`src/rtl/cpu_pkg.sv`:
```
// rtl/cpu_pkg.sv - shared opcode, field-position and flush-state definitions
//
// Purpose: constants shared by issue_ctrl and decode_unit, plus a small
// instruction-field decoder used by the issue logic.
// Ports: none (package).
package cpu_pkg;

  localparam logic [3:0] OP_NOP = 4'b0000;
  localparam logic [3:0] OP_MUL = 4'b0101;
  localparam logic [3:0] OP_LD  = 4'b1000;
  localparam logic [3:0] OP_BR  = 4'b1100;

  // Field positions (LSB of each field) within a 16-bit instruction.
  localparam int OPC_LSB  = 12;
  localparam int IMMF_BIT = 11;
  localparam int RD_LSB   = 8;
  localparam int RS1_LSB  = 5;
  localparam int RS2_LSB  = 2;

  typedef enum logic {
    FL_IDLE  = 1'b0,
    FL_FLUSH = 1'b1
  } flush_state_e;

  typedef struct packed {
    logic [3:0] opc;
    logic [2:0] rd;
    logic [2:0] rs1;
    logic [2:0] rs2;
    logic       wr;     // instruction writes rd
    logic       rs1v;   // rs1 is a real source
    logic       rs2v;   // rs2 is a real source
  } instr_dec_t;

  function automatic instr_dec_t decode_instr(input logic [15:0] ins);
    instr_dec_t d;
    d.opc  = ins[OPC_LSB +: 4];
    d.rd   = ins[RD_LSB +: 3];
    d.rs1  = ins[RS1_LSB +: 3];
    d.rs2  = ins[RS2_LSB +: 3];
    d.wr   = (d.opc != OP_NOP) && (d.opc != OP_BR);
    d.rs1v = (d.opc != OP_NOP);
    // rs2 shares bits with the immediate; it is only a register when immf=0.
    d.rs2v = (d.opc != OP_NOP) && !ins[IMMF_BIT];
    return d;
  endfunction

endpackage

```
`src/rtl/reg_scoreboard.sv`:
```
// rtl/reg_scoreboard.sv - per-register pending-write latency counters
//
// Purpose: eight 2-bit countdown counters, one per architectural register.
// A load sets a counter to (latency-1); nonzero counters count down each
// cycle. A register is busy while its counter is nonzero.
// Ports:
//   clk, reset          clock, asynchronous active-high reset
//   ld0_en_i/reg/val    load request from slot0 issue
//   ld1_en_i/reg/val    load request from slot1 issue
//   busy_mask_o         bit r set while register r has a pending write
module reg_scoreboard (
  input  logic       clk,
  input  logic       reset,
  input  logic       ld0_en_i,
  input  logic [2:0] ld0_reg_i,
  input  logic [1:0] ld0_val_i,
  input  logic       ld1_en_i,
  input  logic [2:0] ld1_reg_i,
  input  logic [1:0] ld1_val_i,
  output logic [7:0] busy_mask_o
);

  logic [7:0][1:0] cnt_q;
  logic [7:0][1:0] cnt_d;

  always_comb begin
    cnt_d       = cnt_q;
    busy_mask_o = '0;
    for (int r = 0; r < 8; r++) begin
      if (cnt_q[r] != 2'd0) begin
        cnt_d[r] = cnt_q[r] - 2'd1;
      end
      // Loads override the decrement. Both slots never target the same rd
      // (issue logic blocks that), so the load order is immaterial.
      if (ld0_en_i && (ld0_reg_i == 3'(r))) begin
        cnt_d[r] = ld0_val_i;
      end
      if (ld1_en_i && (ld1_reg_i == 3'(r))) begin
        cnt_d[r] = ld1_val_i;
      end
      busy_mask_o[r] = (cnt_q[r] != 2'd0);
    end
  end

  always_ff @(posedge clk or posedge reset) begin
    if (reset) begin
      cnt_q <= '0;
    end else begin
      cnt_q <= cnt_d;
    end
  end

endmodule

```
`src/rtl/issue_ctrl.sv`:
```
// rtl/issue_ctrl.sv - dual-issue scheduler and flush sequencer
//
// Purpose: decides which of the two fetched slots issue, tracks pending
// writes via reg_scoreboard, and runs the post-branch flush sequence.
// Ports:
//   clk, reset                  clock, asynchronous active-high reset
//   instr0_valid, instr0        slot0 (older) instruction
//   instr1_valid, instr1        slot1 (younger) instruction
//   branch_taken                one-cycle taken-branch pulse from execute
//   issue0, issue1              slot issue decisions (combinational)
//   stall                       hold fetch/decode
//   shift1                      slot1 moves into slot0 next cycle
//   flush                       squash fetch/decode contents (registered)
//   busy_mask                   registers with pending writes
module issue_ctrl
  import cpu_pkg::*;
#(
  parameter int FLUSH_CYCLES = 2,
  parameter int ALU_LAT      = 1,
  parameter int LD_LAT       = 2,
  parameter int MUL_LAT      = 3
) (
  input  logic        clk,
  input  logic        reset,
  input  logic        instr0_valid,
  input  logic [15:0] instr0,
  input  logic        instr1_valid,
  input  logic [15:0] instr1,
  input  logic        branch_taken,
  output logic        issue0,
  output logic        issue1,
  output logic        stall,
  output logic        shift1,
  output logic        flush,
  output logic [7:0]  busy_mask
);

  // Counter reload value: latency minus one, so LAT=1 never marks busy.
  function automatic logic [1:0] lat_m1(input logic [3:0] opc);
    case (opc)
      OP_MUL:  return 2'(MUL_LAT - 1);
      OP_LD:   return 2'(LD_LAT - 1);
      default: return 2'(ALU_LAT - 1);
    endcase
  endfunction

  instr_dec_t d0;
  instr_dec_t d1;
  logic       hazard0;
  logic       hazard1;
  logic       intra;

  flush_state_e state_q, state_d;
  logic [3:0]   fcnt_q, fcnt_d;

  assign d0 = decode_instr(instr0);
  assign d1 = decode_instr(instr1);

  assign flush = (state_q == FL_FLUSH);

  // RAW on any real source, or WAW on the destination.
  assign hazard0 = (d0.rs1v && busy_mask[d0.rs1]) ||
                   (d0.rs2v && busy_mask[d0.rs2]) ||
                   (d0.wr   && busy_mask[d0.rd]);
  assign hazard1 = (d1.rs1v && busy_mask[d1.rs1]) ||
                   (d1.rs2v && busy_mask[d1.rs2]) ||
                   (d1.wr   && busy_mask[d1.rd]);

  // Dependencies between the pair itself; a branch in slot0 also keeps
  // the younger slot back since it may be on the wrong path.
  assign intra = (d0.opc == OP_BR) ||
                 (d0.wr && d1.rs1v && (d0.rd == d1.rs1)) ||
                 (d0.wr && d1.rs2v && (d0.rd == d1.rs2)) ||
                 (d0.wr && d1.wr   && (d0.rd == d1.rd));

  assign issue0 = instr0_valid && !hazard0 && !flush;
  assign issue1 = issue0 && instr1_valid && !hazard1 && !intra;
  assign stall  = (instr0_valid && !issue0) || flush;
  assign shift1 = issue0 && instr1_valid && !issue1;

  reg_scoreboard u_sb (
    .clk         (clk),
    .reset       (reset),
    .ld0_en_i    (issue0 && d0.wr),
    .ld0_reg_i   (d0.rd),
    .ld0_val_i   (lat_m1(d0.opc)),
    .ld1_en_i    (issue1 && d1.wr),
    .ld1_reg_i   (d1.rd),
    .ld1_val_i   (lat_m1(d1.opc)),
    .busy_mask_o (busy_mask)
  );

  always_comb begin
    state_d = state_q;
    fcnt_d  = fcnt_q;
    case (state_q)
      FL_IDLE: begin
        if (branch_taken) begin
          state_d = FL_FLUSH;
          fcnt_d  = 4'(FLUSH_CYCLES - 1);
        end
      end
      FL_FLUSH: begin
        if (branch_taken) begin
          fcnt_d = 4'(FLUSH_CYCLES - 1);   // restart on a new taken branch
        end else if (fcnt_q == 4'd0) begin
          state_d = FL_IDLE;
        end else begin
          fcnt_d = fcnt_q - 4'd1;
        end
      end
      default: begin
        state_d = FL_IDLE;
        fcnt_d  = 4'd0;
      end
    endcase
  end

  always_ff @(posedge clk or posedge reset) begin
    if (reset) begin
      state_q <= FL_IDLE;
      fcnt_q  <= 4'd0;
    end else begin
      state_q <= state_d;
      fcnt_q  <= fcnt_d;
    end
  end

endmodule
```
`config.mk`:
```
export PLATFORM = sky130hd
export DESIGN_NAME = issue_ctrl
export DESIGN_NICKNAME = d
export VERILOG_FILES = /design/src/rtl/cpu_pkg.sv /design/src/rtl/reg_scoreboard.sv /design/src/rtl/issue_ctrl.sv
export SDC_FILE = /design/constraint.sdc
export NUM_CORES = 1
export LEC_CHECK = 0
export BUFFER_PORTS_ARGS = -buffer_cell sky130_fd_sc_hd__buf_2
export CAP_MARGIN = 10
export CORE_MARGIN = 2
export CORE_UTILIZATION = 56
export DETAILED_ROUTE_END_ITERATION = 12
export PLACE_DENSITY = 0.8
export SKIP_CTS_REPAIR_TIMING = 1
export SLEW_MARGIN = 10
export SYNTH_ARGS = -nofsm -noshare
export SYNTH_HDL_FRONTEND = slang
export SYNTH_SLANG_ARGS = --single-unit
```
`constraint.sdc`:
```
create_clock -name clk -period 3.3 [get_ports clk]
set_clock_uncertainty 0.15 [all_clocks]
set_input_delay 0.66 -clock clk [delete_from_list [all_inputs] [get_ports clk]]
set_output_delay 0.66 -clock clk [all_outputs]
set_load 0.01 [all_outputs]
```
Word level (Yosys, flattened, before mapping)
Cells that the tools add are included.

Magnitude comparators: 6. Multipliers: 0. Div/mod/pow operators: 0. $add $sub $neg: 9. Shift operators: 0. Eq/ne operators: 26. Multiplexer cells: 46. Bitwise logic cells: 1. Reductions and logical operators: 79.

Operators by type and width (count): $mux W2 (24); $logic_and A1 B1 Y1 (41); $eq A3 B3 Y1 const B (8); $lt A3 B4 Y1 const B (6); $reduce_bool A3 Y1 (8); $bmux W1 S3 (6); $reduce_bool A2 Y1 (8); $sub A2 B1 Y2 const B (8); $eq A3 B2 Y1 const B (4); $eq A4 B4 Y1 const B (3); $mux W4 (3); $eq A3 B3 Y1 (3); $mux W1 (9); $eq A4 B3 Y1 const B (2); $logic_not A1 Y1 (8); $logic_or A1 B1 Y1 (8); $ne A4 B4 Y1 const B (2); $pmux W2 S2 (2); $pmux W4 S2 (1); $reduce_bool A4 Y1 (2); $eq A3 B1 Y1 const B (2); $logic_not A3 Y1 (2); $logic_not A4 Y1 (1); $sub A4 B1 Y4 const B (1); other kinds (5) (5).

Register bits after elaboration: 21. Input bits: 37. Memories: 0. Bits in latches: 0. Memory bits (read-only): 0. RAM bits: 0. Output and inout bits: 13.

Logic depth before layout (Yosys ltp)
Depth in word-level cells: 15. Mapped depth: 10. Mapped depth without buffers: 8.

Hierarchy
From an unflattened synthesis, not the netlist that was laid out.

Cell total of the unflattened synthesis: 234. Area, all modules: 2187.1 sq um.

Modules (own cells, without submodules): reg_scoreboard (times used 1, sequential area each 400.4 sq um, area an instance 1265.0 sq um, cells each 138); issue_ctrl (times used 1, sequential area each 125.1 sq um, area an instance 922.1 sq um, cells each 96).

Worst setup path before layout
Ideal clock, no wire load.

Kind: input to output. From: in instr0[4]. To: out stall. Data required time: 2.490 ns. Setup slack: 0.287 ns. Data arrival time: 2.203 ns. Cell stages on the path: 6. Path buffers: 1. Path through: mux2_2 mux4_2 o21ai_4 o21ai_2 clkbuf_8 o21bai_1.

Word-level cells in the longest chain between the ends: 11.

RTL lines: start, declared (RTL line issue_ctrl.sv:26) `input logic [15:0] instr0,`; $bmux W1 S3 (RTL line issue_ctrl.sv:63) `(d0.rs2v && busy_mask[d0.rs2]) ||`; $mux W1 (not written as such) (RTL line issue_ctrl.sv:63); $logic_and A1 B1 Y1 (RTL line issue_ctrl.sv:63); $logic_or A1 B1 Y1 (RTL line issue_ctrl.sv:62) `assign hazard0 = (d0.rs1v && busy_mask[d0.rs1]) ||`; $logic_or A1 B1 Y1 (RTL line issue_ctrl.sv:63); $logic_not A1 Y1 (RTL line issue_ctrl.sv:76) `assign issue0 = instr0_valid && !hazard0 && !flush;`; $logic_and A1 B1 Y1 (2 in a row) (RTL line issue_ctrl.sv:76); $logic_not A1 Y1 (RTL line issue_ctrl.sv:78) `assign stall = (instr0_valid && !issue0) || flush;`; $logic_and A1 B1 Y1 (RTL line issue_ctrl.sv:78); $logic_or A1 B1 Y1 (RTL line issue_ctrl.sv:78); end, declared (RTL line issue_ctrl.sv:32) `output logic stall,`.

No other way between the ends. The select of a mux whose other input is x is not followed.

Final worst setup path
From: reg u_sb.cnt_q[10] (netlist bit). To: out shift1.

Word-level cells in the longest chain between the ends: 14. Elaborated cells on any way between the ends: 32.

RTL lines: start, declared (RTL line reg_scoreboard.sv:23) `logic [7:0][1:0] cnt_q;`; start signal, assigned (RTL line reg_scoreboard.sv:49) `cnt_q <= cnt_d;`; $reduce_bool A2 Y1 (*) (RTL line reg_scoreboard.sv:41) `busy_mask_o[r] = (cnt_q[r] != 2'd0);`; $bmux W1 S3 (on tied branches) (RTL line issue_ctrl.sv:62, issue_ctrl.sv:63); $mux W1 (on tied branches) (RTL line issue_ctrl.sv:62, issue_ctrl.sv:63); $logic_and A1 B1 Y1 (on tied branches) (RTL line issue_ctrl.sv:62, issue_ctrl.sv:63); $logic_or A1 B1 Y1 (RTL line issue_ctrl.sv:62); $logic_or A1 B1 Y1 (RTL line issue_ctrl.sv:63); $logic_not A1 Y1 (RTL line issue_ctrl.sv:76); $logic_and A1 B1 Y1 (2 in a row) (RTL line issue_ctrl.sv:76); $logic_and A1 B1 Y1 (RTL line issue_ctrl.sv:77, issue_ctrl.sv:79); $logic_and A1 B1 Y1 (2 in a row) (RTL line issue_ctrl.sv:77) `assign issue1 = issue0 && instr1_valid && !hazard1 && !intra;`; $logic_not A1 Y1 (RTL line issue_ctrl.sv:79) `assign shift1 = issue0 && instr1_valid && !issue1;`; $logic_and A1 B1 Y1 (*) (RTL line issue_ctrl.sv:79); end, declared (RTL line issue_ctrl.sv:33) `output logic shift1,`.

Mark *: on every way between the ends. The rest lies on a longest branch, timed or not. The select of a mux whose other input is x is not followed.

==> metrics.md <==
| Metric | Value |
|---|---|
| Worst Path Max Fanout | 11 |
| Synth Flop Type | dfrtp_1 |
| Min Clock Period, post-route | 3.20 ns |
| Fillers | 334 |
| Die Area | 0.00478 mm^2 |
| I/O pin count | 50 |
| Placement Cell Area | 0.00257 mm^2 |
| Maxcap violations | 0 |
| Detailed Place HPWL | about 4.2 mm |
| Outcome | complete, no violations |
| Chip height | 69.1 um |
| Worst slew margin | 46.8% |
| Vias in the first global route | 1,927 |
| Setup crit end kind | primary output |
| CTS tree | done |
| CTS Sinks | 21 |
| Synth warn | 0 |
| Seq/Total Area, Yosys | around 22% |
| R2R Path End | u_sb.cnt_q[4]$_DFFE_PP0P_ |
| Non-filler cells in the finished layout | ~330 |
| Htree depth | 1 |
| Synth cell types | approximately 50 |
| CP Data Arrival Time | 2.39 ns |
| Via count | slightly below 2,000 |
| Most frequent cells in the layout | buf_2, mux2i_1, inv_1 |
| Via density | slightly below 6 |
| Skew-Pair Late Insertion Delay | approximately 0.26 ns |
| Routed WL per cell | 16.0 um |
| Initial core utilization | 58.9% |
| Fraction of layout cells with a size suffix above 1 | 35.3% |
| Antenna cells | 0 |
| Pre-antenna DRT Iters | 4 |
| CP Launch Type | register |
| Cell count after placement | between 300 and 400 |
| Fin area | 0.00265 mm^2 |
| Share of synthesized registers carrying an async set or reset | 100% |
| Fin. Hold Viols | 0 |
| DRC | 0 |
| Area delta synth->final | 11.7% |
| EDFF count, synth | 0 |
| Leakage | roughly 1.3 nW |
| Synth area leader | dfrtp_1 |
| Yosys reg bits | 21 |
| Reg2reg start | u_sb.cnt_q[14]$_DFFE_PP0P_ |
| Setup tns final | 0 ns |
| Initial antenna violation count | 0 |
| Grt ovf | 0 |
| Power Total | approximately 2 mW |
| Reg clk slew, reported paths | 0.08 ns |
| Post-Syn Area | about 0.0024 mm^2 |
| Reg2Reg Depth | 8 |
| R2R Setup Slk | roughly 0.66 ns |
| Clock Tree Buf Depth | 2 |
| Final #Nets | 330 |
| Synth area leaders | dfrtp_1, mux2i_1, mux4_2, inv_1, ha_1 |
| Mapped Cells | 240 |
| Synth top area share | 22.1% |
| FF+latch area | approximately 530 um^2 |
| Max Freq | 312 MHz |
| Row cnt | 23 |
| Slew Limit Fails | 0 |
| Total nets after synthesis | 286 |
| Global-route wire length before repair | 8.85 mm |
| DRT Wirelength | 5.31 mm |
| CORE AREA | 0.00403 mm^2 |
| DRT iter0 DRCs | 142 |
| WP data required | 2.49 ns |
| Leading cell type in the layout, fill and taps excluded | buf_2 |
| Final Wtd Congestion | 0.880 |
| Area of the multi-input gates | 0.00162 mm^2 |
| GR Util All Layers | a little under a quarter |
| # port buffers | 45 |
| Worst vdd ir | approximately 0.46 mV |
| Worst Max-Slew Pin Slew | 0.797 ns |
| Pwr dens | 764 mW/mm^2 |
| Die width | 69.1 um |
| Largest net degree at the start of global routing | 22 |
| Critical path class | reg2out |
| Tcrit/Tclk final | a little under 100% |
| CTS buffer count | 3 |
| DRT antenna net count | 0 |
| Root buf cell | clkbuf_8 |
| Final setup vio count | 0 |
| Type of the tightest min-delay check | in2async |
| Avg Synthesized Cell Area | 9.89 um^2 |
worst max path at each step:
| stage | start | endpoint | slack [ns] | cells after the start |
|---|---|---|---|---|
| finish | u_sb.cnt_q[10]$_DFFE_PP0P_ | shift1 | 0.1 | 9 |
| CTS | u_sb.cnt_q[0]$_DFFE_PP0P_ | shift1 | -0.04 | 9 |
| global route | u_sb.cnt_q[2]$_DFFE_PP0P_ | issue1 | -0.009 | 9 |
| detailed placement | instr0[9] | shift1 | 0.17 | 8 |
| floorplan | instr0[4] | stall | 0.29 | 6 |
| global placement | instr0[4] | shift1 | 0.18 | 8 |
worst max-delay path, stage by stage (launching register included):
cell and delay, ns:
dfrtp_1 0.37, inv_1 0.05, ha_1 0.26, mux2_2 0.28
mux4_2 0.48, o21ai_4 0.20, o21ai_4 0.13, nand3_1 0.12
a21oi_1 0.06, buf_2 0.16
flip-flops by register name, summed over array words and instances, names as in the netlist:
name and flops:
fcnt_q 4, flush 1, u_sb.cnt_q 16
power breakdown:
| group | switching (mW) | leakage, nW | internal, mW |
|---|---|---|---|
| Clock | 0.0833 | 0.0228 | 0.0860 |
| Sequential | 0.0669 | 0.248 | 0.390 |
| Combinational | 0.709 | 1.04 | 0.692 |
cell families (layout without fill, tap and decap cells):
logic type / Yosys count / in the layout / share of synthesized area, %
AO/OA/AOI/OAI: 18 / 18 / 5.53
XOR/XNOR: 21 / 21 / 7.75
adder cells (fa/ha/maj): 9 / 9 / 4.74
buffers and inverters: 45 / 88 / 10.6
flip-flops: 21 / 21 / 22.1
multiplexers: 60 / 60 / 30.1
AND/OR/NAND/NOR: 66 / 66 / 19.1
metal layers:
| layer | part of all wire (%) | vias to the layer above | global-route usage (%) | routed length (um) |
|---|---|---|---|---|
| met5 | 0 | - | 0 | 0 |
| met4 | 0.87 | 0 | 5.66 | 46 |
| met3 | 7.2 | 4 | 3.36 | 382 |
| met2 | 48 | 73 | 40.0 | 2580 |
| met1 | 43 | 911 | 29.1 | 2310 |
| li1 | - | 939 | - | - |
metrics by stage:
stage                     hold WS (ns)  utilization, %  setup WS, ns
final                            0.386            65.8        0.0996
after floorplan                  0.356               -         0.287
after detailed placement         0.395            63.7         0.167
after global routing             0.432            65.8      -0.00929
after CTS                        0.410            64.8       -0.0446
after global placement           0.380            63.7         0.184
Yosys cell counts, drive strengths merged, types with 2 or more instances:
| cell type | instances |
|---|---|
| and4bb | 2 |
| nor4 | 8 |
| nand2b | 2 |
| a31oi | 2 |
| a21oi | 4 |
| buf | 4 |
| o21ai | 5 |
| clkbuf | 7 |
| nand4 | 8 |
| and2 | 2 |
| xnor2 | 12 |
| ha | 9 |
| mux2i | 44 |
| xor2 | 9 |
| clkdlybuf4s50 | 2 |
| or2b | 2 |
| nor3b | 2 |
| nand3b | 3 |
| inv | 32 |
| mux2 | 8 |
| nand2 | 8 |
| nor2 | 11 |
| and3 | 6 |
| or4 | 5 |
| mux4 | 8 |
| dfrtp | 21 |
cell type report:
class                           instances  share of cell area (%)
Multi-Input combinational cell        174                    61.1
Sequential cell                        21                    19.8
Timing Repair Buffer                   52                    10.5
Inverter                               32                    4.53
Tap cell                               50                    2.36
Clock buffer                            4                    1.70
Power figures use the tool's default switching activity.
